===== config.mk =====
export PLATFORM = sky130hd
export DESIGN_NAME = hazard_control_flat
export DESIGN_NICKNAME = d
export VERILOG_FILES = /design/src/rtl/hazard_control_if.sv /design/src/rtl/hazard_control.sv /design/src/flat_wrapper.sv
export SDC_FILE = /design/constraint.sdc
export NUM_CORES = 1
export LEC_CHECK = 0
export ABC_CLOCK_PERIOD_IN_PS = 3600
export CAP_MARGIN = 20
export CORE_UTILIZATION = 30
export DETAILED_ROUTE_END_ITERATION = 8
export MAX_ROUTING_LAYER = met4
export PLACE_DENSITY = 0.63
export RECOVER_POWER = 100
export SLEW_MARGIN = 20
export SYNTH_ARGS = -nofsm -noshare
export SYNTH_HDL_FRONTEND = slang
export SYNTH_SLANG_ARGS = --single-unit

===== constraint.sdc =====
create_clock -name clock -period 3.6 [get_ports clock]
set_input_delay 1.08 -clock clock [delete_from_list [all_inputs] [get_ports clock]]
set_output_delay 1.08 -clock clock [all_outputs]
set_load 0.1 [all_outputs]

===== src/rtl/hazard_control_if.sv =====
// Issue-side bus between decode and the hazard control unit:
// decode drives the request, the unit returns the handshake, stall and decoded controls.
interface hazard_control_if #(
  parameter int TYPE_WIDTH      = 4,
  parameter int REG_ADDR_WIDTH  = 5,
  parameter int STALL_CNT_WIDTH = 16
);
  logic                       issue_valid;
  logic [TYPE_WIDTH-1:0]      instruction_type;
  logic [REG_ADDR_WIDTH-1:0]  rs1;
  logic [REG_ADDR_WIDTH-1:0]  rs2;
  logic [REG_ADDR_WIDTH-1:0]  rd;
  logic                       flush;
  logic                       issue_ready;
  logic                       stall;
  logic                       is_write;
  logic                       is_immediate;
  logic                       is_branch;
  logic                       is_jump;
  logic                       is_mem_read;
  logic                       is_mem_write;
  logic [STALL_CNT_WIDTH-1:0] stall_count;

  modport master (
    output issue_valid, instruction_type, rs1, rs2, rd, flush,
    input  issue_ready, stall, is_write, is_immediate, is_branch, is_jump,
           is_mem_read, is_mem_write, stall_count
  );

  modport slave (
    input  issue_valid, instruction_type, rs1, rs2, rd, flush,
    output issue_ready, stall, is_write, is_immediate, is_branch, is_jump,
           is_mem_read, is_mem_write, stall_count
  );
endinterface


===== src/rtl/hazard_control.sv =====
// Pipeline control unit: decodes the issuing instruction, blocks issue on RAW hazards
// against a shift-register scoreboard of in-flight writes, and supports flush.
module hazard_control #(
  parameter int TYPE_WIDTH      = 4,
  parameter int REG_ADDR_WIDTH  = 5,
  parameter int WB_LATENCY      = 3,
  parameter int STALL_CNT_WIDTH = 16
) (
  input logic             clock,
  input logic             reset_n,
  hazard_control_if.slave bus
);
  localparam logic [TYPE_WIDTH-1:0] T_R    = TYPE_WIDTH'(1);
  localparam logic [TYPE_WIDTH-1:0] T_I    = TYPE_WIDTH'(2);
  localparam logic [TYPE_WIDTH-1:0] T_IMEM = TYPE_WIDTH'(3);
  localparam logic [TYPE_WIDTH-1:0] T_S    = TYPE_WIDTH'(4);
  localparam logic [TYPE_WIDTH-1:0] T_B    = TYPE_WIDTH'(5);
  localparam logic [TYPE_WIDTH-1:0] T_U    = TYPE_WIDTH'(6);
  localparam logic [TYPE_WIDTH-1:0] T_J    = TYPE_WIDTH'(7);
  localparam logic [TYPE_WIDTH-1:0] T_R4   = TYPE_WIDTH'(8);

  typedef struct packed {
    logic wr;
    logic imm;
    logic br;
    logic jmp;
    logic mrd;
    logic mwr;
  } ctrl_t;

  ctrl_t                                      w_dec;
  ctrl_t                                      r_ctrl;
  logic                                       w_use1;
  logic                                       w_use2;
  logic [WB_LATENCY-1:0]                      w_hit;
  logic                                       w_stall;
  logic                                       w_accept;
  logic [WB_LATENCY-1:0]                      r_sb_vld;
  logic [WB_LATENCY-1:0][REG_ADDR_WIDTH-1:0]  r_sb_rd;
  logic [STALL_CNT_WIDTH-1:0]                 r_cnt;

  // Unknown encodings fall through to the all-zero default and behave as INVALID.
  always_comb begin
    w_dec  = '0;
    w_use1 = 1'b0;
    w_use2 = 1'b0;
    case (bus.instruction_type)
      T_R, T_R4: begin w_dec.wr = 1'b1; w_use1 = 1'b1; w_use2 = 1'b1; end
      T_I:       begin w_dec.wr = 1'b1; w_dec.imm = 1'b1; w_use1 = 1'b1; end
      T_IMEM:    begin w_dec.wr = 1'b1; w_dec.imm = 1'b1; w_dec.mrd = 1'b1; w_use1 = 1'b1; end
      T_S:       begin w_dec.imm = 1'b1; w_dec.mwr = 1'b1; w_use1 = 1'b1; w_use2 = 1'b1; end
      T_B:       begin w_dec.br = 1'b1; w_use1 = 1'b1; w_use2 = 1'b1; end
      T_U:       begin w_dec.wr = 1'b1; w_dec.imm = 1'b1; end
      T_J:       begin w_dec.wr = 1'b1; w_dec.jmp = 1'b1; end
      default:   ;
    endcase
  end

  for (genvar k = 0; k < WB_LATENCY; k++) begin : g_slot
    assign w_hit[k] = r_sb_vld[k] &&
                      ((w_use1 && (bus.rs1 != '0) && (bus.rs1 == r_sb_rd[k])) ||
                       (w_use2 && (bus.rs2 != '0) && (bus.rs2 == r_sb_rd[k])));
  end

  assign w_stall         = bus.issue_valid && !bus.flush && (|w_hit);
  assign bus.stall       = w_stall;
  assign bus.issue_ready = !w_stall && !bus.flush;
  assign w_accept        = bus.issue_valid && !w_stall && !bus.flush;

  // Slots keep shifting while stalled so the producer retires on schedule.
  always_ff @(posedge clock or negedge reset_n) begin
    if (!reset_n) begin
      r_sb_vld <= '0;
      r_sb_rd  <= '0;
      r_ctrl   <= '0;
      r_cnt    <= '0;
    end else begin
      r_ctrl <= w_accept ? w_dec : ctrl_t'('0);
      if (w_stall && (r_cnt != '1))
        r_cnt <= r_cnt + STALL_CNT_WIDTH'(1);
      for (int k = WB_LATENCY - 1; k > 0; k--) begin
        r_sb_vld[k] <= r_sb_vld[k-1] && !bus.flush;
        r_sb_rd[k]  <= r_sb_rd[k-1];
      end
      r_sb_vld[0] <= w_accept && w_dec.wr && (bus.rd != '0);
      r_sb_rd[0]  <= bus.rd;
    end
  end

  assign bus.is_write     = r_ctrl.wr;
  assign bus.is_immediate = r_ctrl.imm;
  assign bus.is_branch    = r_ctrl.br;
  assign bus.is_jump      = r_ctrl.jmp;
  assign bus.is_mem_read  = r_ctrl.mrd;
  assign bus.is_mem_write = r_ctrl.mwr;
  assign bus.stall_count  = r_cnt;

endmodule

===== src/flat_wrapper.sv =====
// flat-port wrapper written by rule: the top's interface ports become plain ports
module hazard_control_flat 
#(
  parameter int TYPE_WIDTH      = 4,
  parameter int REG_ADDR_WIDTH  = 5,
  parameter int WB_LATENCY      = 3,
  parameter int STALL_CNT_WIDTH = 16
)
  (clock, reset_n, bus_issue_valid, bus_instruction_type, bus_rs1, bus_rs2, bus_rd, bus_flush, bus_issue_ready, bus_stall, bus_is_write, bus_is_immediate, bus_is_branch, bus_is_jump, bus_is_mem_read, bus_is_mem_write, bus_stall_count);
  hazard_control_if #(.TYPE_WIDTH(TYPE_WIDTH), .REG_ADDR_WIDTH(REG_ADDR_WIDTH), .STALL_CNT_WIDTH(STALL_CNT_WIDTH)) bus_i ();
  input logic clock;
  input logic reset_n;
  input wire logic [$bits(bus_i.issue_valid)-1:0] bus_issue_valid;
  input wire logic [$bits(bus_i.instruction_type)-1:0] bus_instruction_type;
  input wire logic [$bits(bus_i.rs1)-1:0] bus_rs1;
  input wire logic [$bits(bus_i.rs2)-1:0] bus_rs2;
  input wire logic [$bits(bus_i.rd)-1:0] bus_rd;
  input wire logic [$bits(bus_i.flush)-1:0] bus_flush;
  output wire logic [$bits(bus_i.issue_ready)-1:0] bus_issue_ready;
  output wire logic [$bits(bus_i.stall)-1:0] bus_stall;
  output wire logic [$bits(bus_i.is_write)-1:0] bus_is_write;
  output wire logic [$bits(bus_i.is_immediate)-1:0] bus_is_immediate;
  output wire logic [$bits(bus_i.is_branch)-1:0] bus_is_branch;
  output wire logic [$bits(bus_i.is_jump)-1:0] bus_is_jump;
  output wire logic [$bits(bus_i.is_mem_read)-1:0] bus_is_mem_read;
  output wire logic [$bits(bus_i.is_mem_write)-1:0] bus_is_mem_write;
  output wire logic [$bits(bus_i.stall_count)-1:0] bus_stall_count;
  assign bus_i.issue_valid = bus_issue_valid;
  assign bus_i.instruction_type = bus_instruction_type;
  assign bus_i.rs1 = bus_rs1;
  assign bus_i.rs2 = bus_rs2;
  assign bus_i.rd = bus_rd;
  assign bus_i.flush = bus_flush;
  assign bus_issue_ready = bus_i.issue_ready;
  assign bus_stall = bus_i.stall;
  assign bus_is_write = bus_i.is_write;
  assign bus_is_immediate = bus_i.is_immediate;
  assign bus_is_branch = bus_i.is_branch;
  assign bus_is_jump = bus_i.is_jump;
  assign bus_is_mem_read = bus_i.is_mem_read;
  assign bus_is_mem_write = bus_i.is_mem_write;
  assign bus_stall_count = bus_i.stall_count;
  hazard_control #(.TYPE_WIDTH(TYPE_WIDTH), .REG_ADDR_WIDTH(REG_ADDR_WIDTH), .WB_LATENCY(WB_LATENCY), .STALL_CNT_WIDTH(STALL_CNT_WIDTH)) u_core (.clock(clock), .reset_n(reset_n), .bus(bus_i));
endmodule

Word level (Yosys, flattened, before mapping)

Cells that the tools add are included.

Input bits: 23
Logic and storage cells: 70
Flip-flop bits (word level): 40

Add/sub/neg operators: 1
Reduce and logical (&&, ||, !) cells: 34
Multiplexer cells: 9
Equal/unequal tests: 15

Operators by type and width:

| cell                  | number |
|---|---|
| $eq 5x5->1            | 6 |
| $logic_and 1x1->1     | 21 |
| $add 16x1->16 const B | 1 |
| $eq 4x3->1 const B    | 4 |
| $ne 16x16->1 const B  | 1 |
| $reduce_bool 5->1     | 3 |
| $reduce_or 6->1       | 2 |
| $eq 4x2->1 const B    | 2 |
| $mux 1                | 8 |
| $reduce_or 4->1       | 2 |
| $mux 6                | 1 |
| $eq 4x1->1 const B    | 1 |
| $eq 4x4->1 const B    | 1 |
| $logic_or 1x1->1      | 3 |
| $reduce_or 3->1       | 1 |
| $logic_not 1->1       | 2 |

Depth between registers and ports, before layout

Word-level depth: 14
Mapped depth: 9
Depth with buffers taken out: 7

Least setup slack after synthesis

No wires, ideal clock.

Path type: input -> output
Start: input port bus_rs1[1]
End: output port bus_issue_ready
Stages: 6
Data required time: 2520 ps
Path slack: -1093 ps
Arrival time: 3613 ps
Cells stage by stage: or4_1 > o22ai_1 > a31o_4 > nand2_2 > buf_6 > a21oi_1

Longest elaborated chain between the ends: 9

Ends and longest elaborated chain:

| element                        | line                 | source |
|---|---|---|
| from (decl)                    | flat_wrapper.sv:15   | `input wire logic [$bits(bus_i.rs1)-1:0] bus_rs1;` |
| $reduce_bool 5->1              | hazard_control.sv:61 | `((w_use1 && (bus.rs1 != '0) && (bus.rs1 == r_sb_rd[k])) \|\|` |
| $logic_and 1x1->1 (2 in a row) | hazard_control.sv:61 |  |
| $logic_or 1x1->1               | hazard_control.sv:61 |  |
| $logic_and 1x1->1              | hazard_control.sv:60 | `assign w_hit[k] = r_sb_vld[k] &&` |
| $reduce_or 3->1 *              | hazard_control.sv:65 | `assign w_stall = bus.issue_valid && !bus.flush && (\|w_hit);` |
| $logic_and 1x1->1 *            | hazard_control.sv:65 |  |
| $logic_not 1->1 *              | hazard_control.sv:67 | `assign bus.issue_ready = !w_stall && !bus.flush;` |
| $logic_and 1x1->1 *            | hazard_control.sv:67 |  |
| to (decl)                      | flat_wrapper.sv:19   | `output wire logic [$bits(bus_i.issue_ready)-1:0] bus_issue_ready;` |

Every way passes the cells marked *; elsewhere a longest branch is shown, timed or not.

Final worst setup path

Start: input port bus_rs1[2]
End: output port bus_stall

Longest elaborated chain between the ends: 7

Ends and longest elaborated chain:

| element                        | line                 | source |
|---|---|---|
| $reduce_bool 5->1              | hazard_control.sv:61 |  |
| $logic_and 1x1->1 (2 in a row) | hazard_control.sv:61 |  |
| $logic_or 1x1->1               | hazard_control.sv:61 |  |
| $logic_and 1x1->1              | hazard_control.sv:60 |  |
| $reduce_or 3->1 *              | hazard_control.sv:65 |  |
| $logic_and 1x1->1 *            | hazard_control.sv:65 |  |
| to (decl)                      | flat_wrapper.sv:20   | `output wire logic [$bits(bus_i.stall)-1:0] bus_stall;` |

Marked as above.

==> flow_summary.yaml <==
floorplan:
  die_area_mm2: 0.00699
  die_h_um: 83.6
  io_pins: 47
  core-area_mm2: 0.00639
  die_w_um: 83.6
  initial_utilization_pct: 31.3
  rows: 29
finish:
  fin_util_pct: 41.6
  syn2layout_area_growth_pct: 32.9
  final_layout_size_suffix_gt1_share_pct: 23.8
  stdcell_area_mm2: 0.00266
  insertedDiodeCount: 0
  finalNetCount: 262
worst_setup_path:
  cpMostUsedCell: "buf_6"
  worstPathRequired_ns: 2.52
  cp_max_fo: 3
  r2r_setup_slack_ns: 1.09
  end_kind: "output pin"
  startpoint: "bus_rs1[2]"
  arrival_ns: 2.52
  crit_end: "bus_stall"
  critPathLaunchType: "input port"
  r2r-start: "u_core.r_sb_rd[3]$_DFF_PN0_"
  crit_path_cell_trace: "buf_6 -> buf_6 -> xor2_1 -> nor4_2 -> nand3_1 -> a31o_4 -> a21oi_4 -> buf_12"
  reg2reg_depth: 8
  worstSetupPathType: "input port to output pin"
  slowest_delay_ns: 0.29
  r2r-end: "u_core.bus.stall_count[12]$_DFFE_PN0P_"
  cp_slowest_cell: "nor4_2"
synthesis:
  syn-cell-area_mm2: 0.00200
  synthArstFlopShare_pct: 100
  synthSimpleGateAreaFrac_pct: 20.0
  ys_seq_area_share_pct: 50.1
  synth_warnings: 0
  synth-compound-area-share_pct: 6.95
  ys_ff_latch: 40
  syn_nets: 195
  synthAdderAreaFrac_pct: 0.626
  synth_top_family_by_area: "simple AND/OR/NAND/NOR gates"
  synth_cells: 171
  avgSynthCellArea_um2: 11.7
  synth_edf_count: 0
  yosys-mux-area-fraction_pct: 1.82
  synthXorXnorAreaFrac_pct: 18.8
  synth_ff_type: "dfrtp_1"
  synth_cell_type_count: 42
timing:
  rsz0062_at_grt: "yes"
  setup_viol: 1
  relSlewSlack_pct: -44.2
  final_max_slew_viol_count: 41
  clock_skew_ns: 0.0115
  max_freq_mhz: 278
  fin_crit_sh_pct: 100
  tns_ns: -0.00212
  setup_ws_ns: -0.00212
  hold_viol: 0
  max_slew.worst_pin.slew_ns: 2.16
  fin_crit_ns: 3.60
route:
  drt-wirelength-per-cell_um: 13.9
  drcViolationCount: 0
  finalWirelength_um: 4390
  ant_nets: 0
  num_vias: 1468
  first_pass_iters: 4
  viasPerCell: 4.65
  drt_iter0_drc: 43
grt:
  track_usage_pct: 14.4
  antenna_found_initial: 0
  grt_max_degree: 41
  grt_overflow: 0
  grt_pass1_vias: 1591
  grt_pass1_wl_um: 7710
clock_network:
  cts-htree-levels: 2
  cts-root-buf: "clkbuf_8"
  cts_buffers: 5
  clk_path_buf_depth: 2
  clock_latency_ns: 0.30
  numClockSinks: 40
  clkTransAtPathRegs_ns: 0.09
  cts_tree: "built"
run_status:
  outcome: "complete, but fails checks"
  violations: "max-capacitance violations, max-slew violations, negative setup slack"
pwr:
  p_leak_nw: 1.13
  max-vdd-ir-drop_mv: 0.201
  p_total_uw: 964
  p_per_area_mw_per_mm2: 363
place:
  hpwlAfterDp_um: 3310
  place.gp.congestion: 0.847
  port_buffers: 46
  place_area_mm2: 0.00262
hold_path:
  hold_path.class: "register to register"
flow_run:
  cap_violations: 1
==> critical path: cells and delay by family <==
family | cells | cell delay (ns)
AO/OA/AOI/OAI | 2 | 0.45
XOR/XNOR | 1 | 0.16
buffers and inverters | 3 | 0.40
AND/OR/NAND/NOR | 2 | 0.42
==> cell type report <==
type                       instances  area [um^2]
clock inverter                     3         42.5
sequential                        40         1000
multi-input combinational        127         1020
clock buffer                       5         68.8
timing repair buffer              63          423
inverter                           1         3.75
fill                             658         3730
tap                               77         96.3
==> routing by layer <==
metal / wire length [um] / global-route usage [%] / vias to the layer above
met5: 0 / - / -
met4: 62 / 5.55 / 0
met3: 181 / 3.66 / 5
met2: 2000 / 20.9 / 33
met1: 2140 / 19.3 / 695
li1: - / - / 735
==> Yosys cell counts (all sizes together), types with 2 or more instances <==
cell    instances  share of area, %
dfrtp          40                50
xor2           25                11
xnor2          18               7.9
and3            9               3.3
nand4           9               2.8
nand2           8               1.6
nor2            7               1.3
nor4            7               2.2
nand3           6               1.5
nor2b           5               1.6
a21oi           4               1.9
and2            3               1.1
buf             3               1.5
or4             3               1.1
mux2            2               1.3
nand2b          2              0.63
nor3            2              0.75
o21a            2              0.75
==> cells in the final DEF, fill, tap and decap left out, types with 2 or more instances in the layout <==
cell	count
buf_6	5
buf_4	14
xor2_1	25
a21oi_4	3
clkbuf_1	25
xnor2_1	18
or4_4	2
nand2b_1	2
and3_4	2
and3_1	7
clkbuf_8	5
nand3_1	6
buf_12	2
o21a_1	2
buf_2	8
dfrtp_1	40
nand4_1	9
dlygate4sd3_1	6
dlygate4sd2_1	2
nor2_1	6
nor4_1	6
nand2_1	7
nor3_2	2
nor2b_1	5
==> where the power goes <==
part           leakage, nW  switching (mW)  internal, mW  total [mW]
Clock               0.0541           0.162         0.205       0.367
Combinational        0.552          0.0723        0.0532       0.126
Sequential           0.522          0.0113         0.460       0.472
Total                 1.13           0.245         0.719       0.964
==> cell families after synthesis <==
| group | Yosys count |
|---|---|
| AOI/OAI and AO/OA | 14 |
| xor gates and xnor gates | 43 |
| adders and majority gates | 1 |
| buffers and inverters | 4 |
| DFF | 40 |
| muxes | 3 |
| and+or+nand+nor | 66 |
==> how the worst min path moves through the flow <==
stage	startpoint	endpoint	slack, ns	cells after the start
CTS	u_core.r_sb_rd[5]$_DFF_PN0_	u_core.r_sb_rd[10]$_DFF_PN0_	0.44	0
global placement	u_core.r_sb_rd[5]$_DFF_PN0_	u_core.r_sb_rd[10]$_DFF_PN0_	0.42	0
floorplan	u_core.r_sb_rd[6]$_DFF_PN0_	u_core.r_sb_rd[11]$_DFF_PN0_	0.41	0
detailed placement	u_core.r_sb_rd[5]$_DFF_PN0_	u_core.r_sb_rd[10]$_DFF_PN0_	0.42	0
global route	u_core.r_sb_rd[3]$_DFF_PN0_	u_core.r_sb_rd[8]$_DFF_PN0_	0.46	0
finish	u_core.r_sb_rd[5]$_DFF_PN0_	u_core.r_sb_rd[10]$_DFF_PN0_	0.43	0
==> state kept, by name, indices dropped and copies added (netlist names) <==
register	cells
u_core.bus.stall_count	16
u_core.r_sb_rd	15
u_core.r_sb_vld	3
u_core.bus.is_branch	1
u_core.bus.is_immediate	1
u_core.bus.is_jump	1
u_core.bus.is_mem_read	1
u_core.bus.is_mem_write	1
u_core.bus.is_write	1
==> per-stage QoR <==
stage               hold slack, ns  std cells  setup slack, ns
detailed placement           0.425        307           -0.529
floorplan                    0.408        171           -0.180
global route                 0.462        316          -0.0695
global placement             0.420        307           -0.489
finish                       0.433        316         -0.00212
CTS                          0.439        316         -0.00405
==> repair_timing <==
action                                  4_1_cts  5_1_grt
endpoints found under the setup margin        2        2
hold buffers                                  0        0
buffers inserted                              1        0
pin swaps                                    17        1
resized for setup                            64        1
gates cloned                                  0        0
Note: power is estimated with default switching activity, not from simulation.
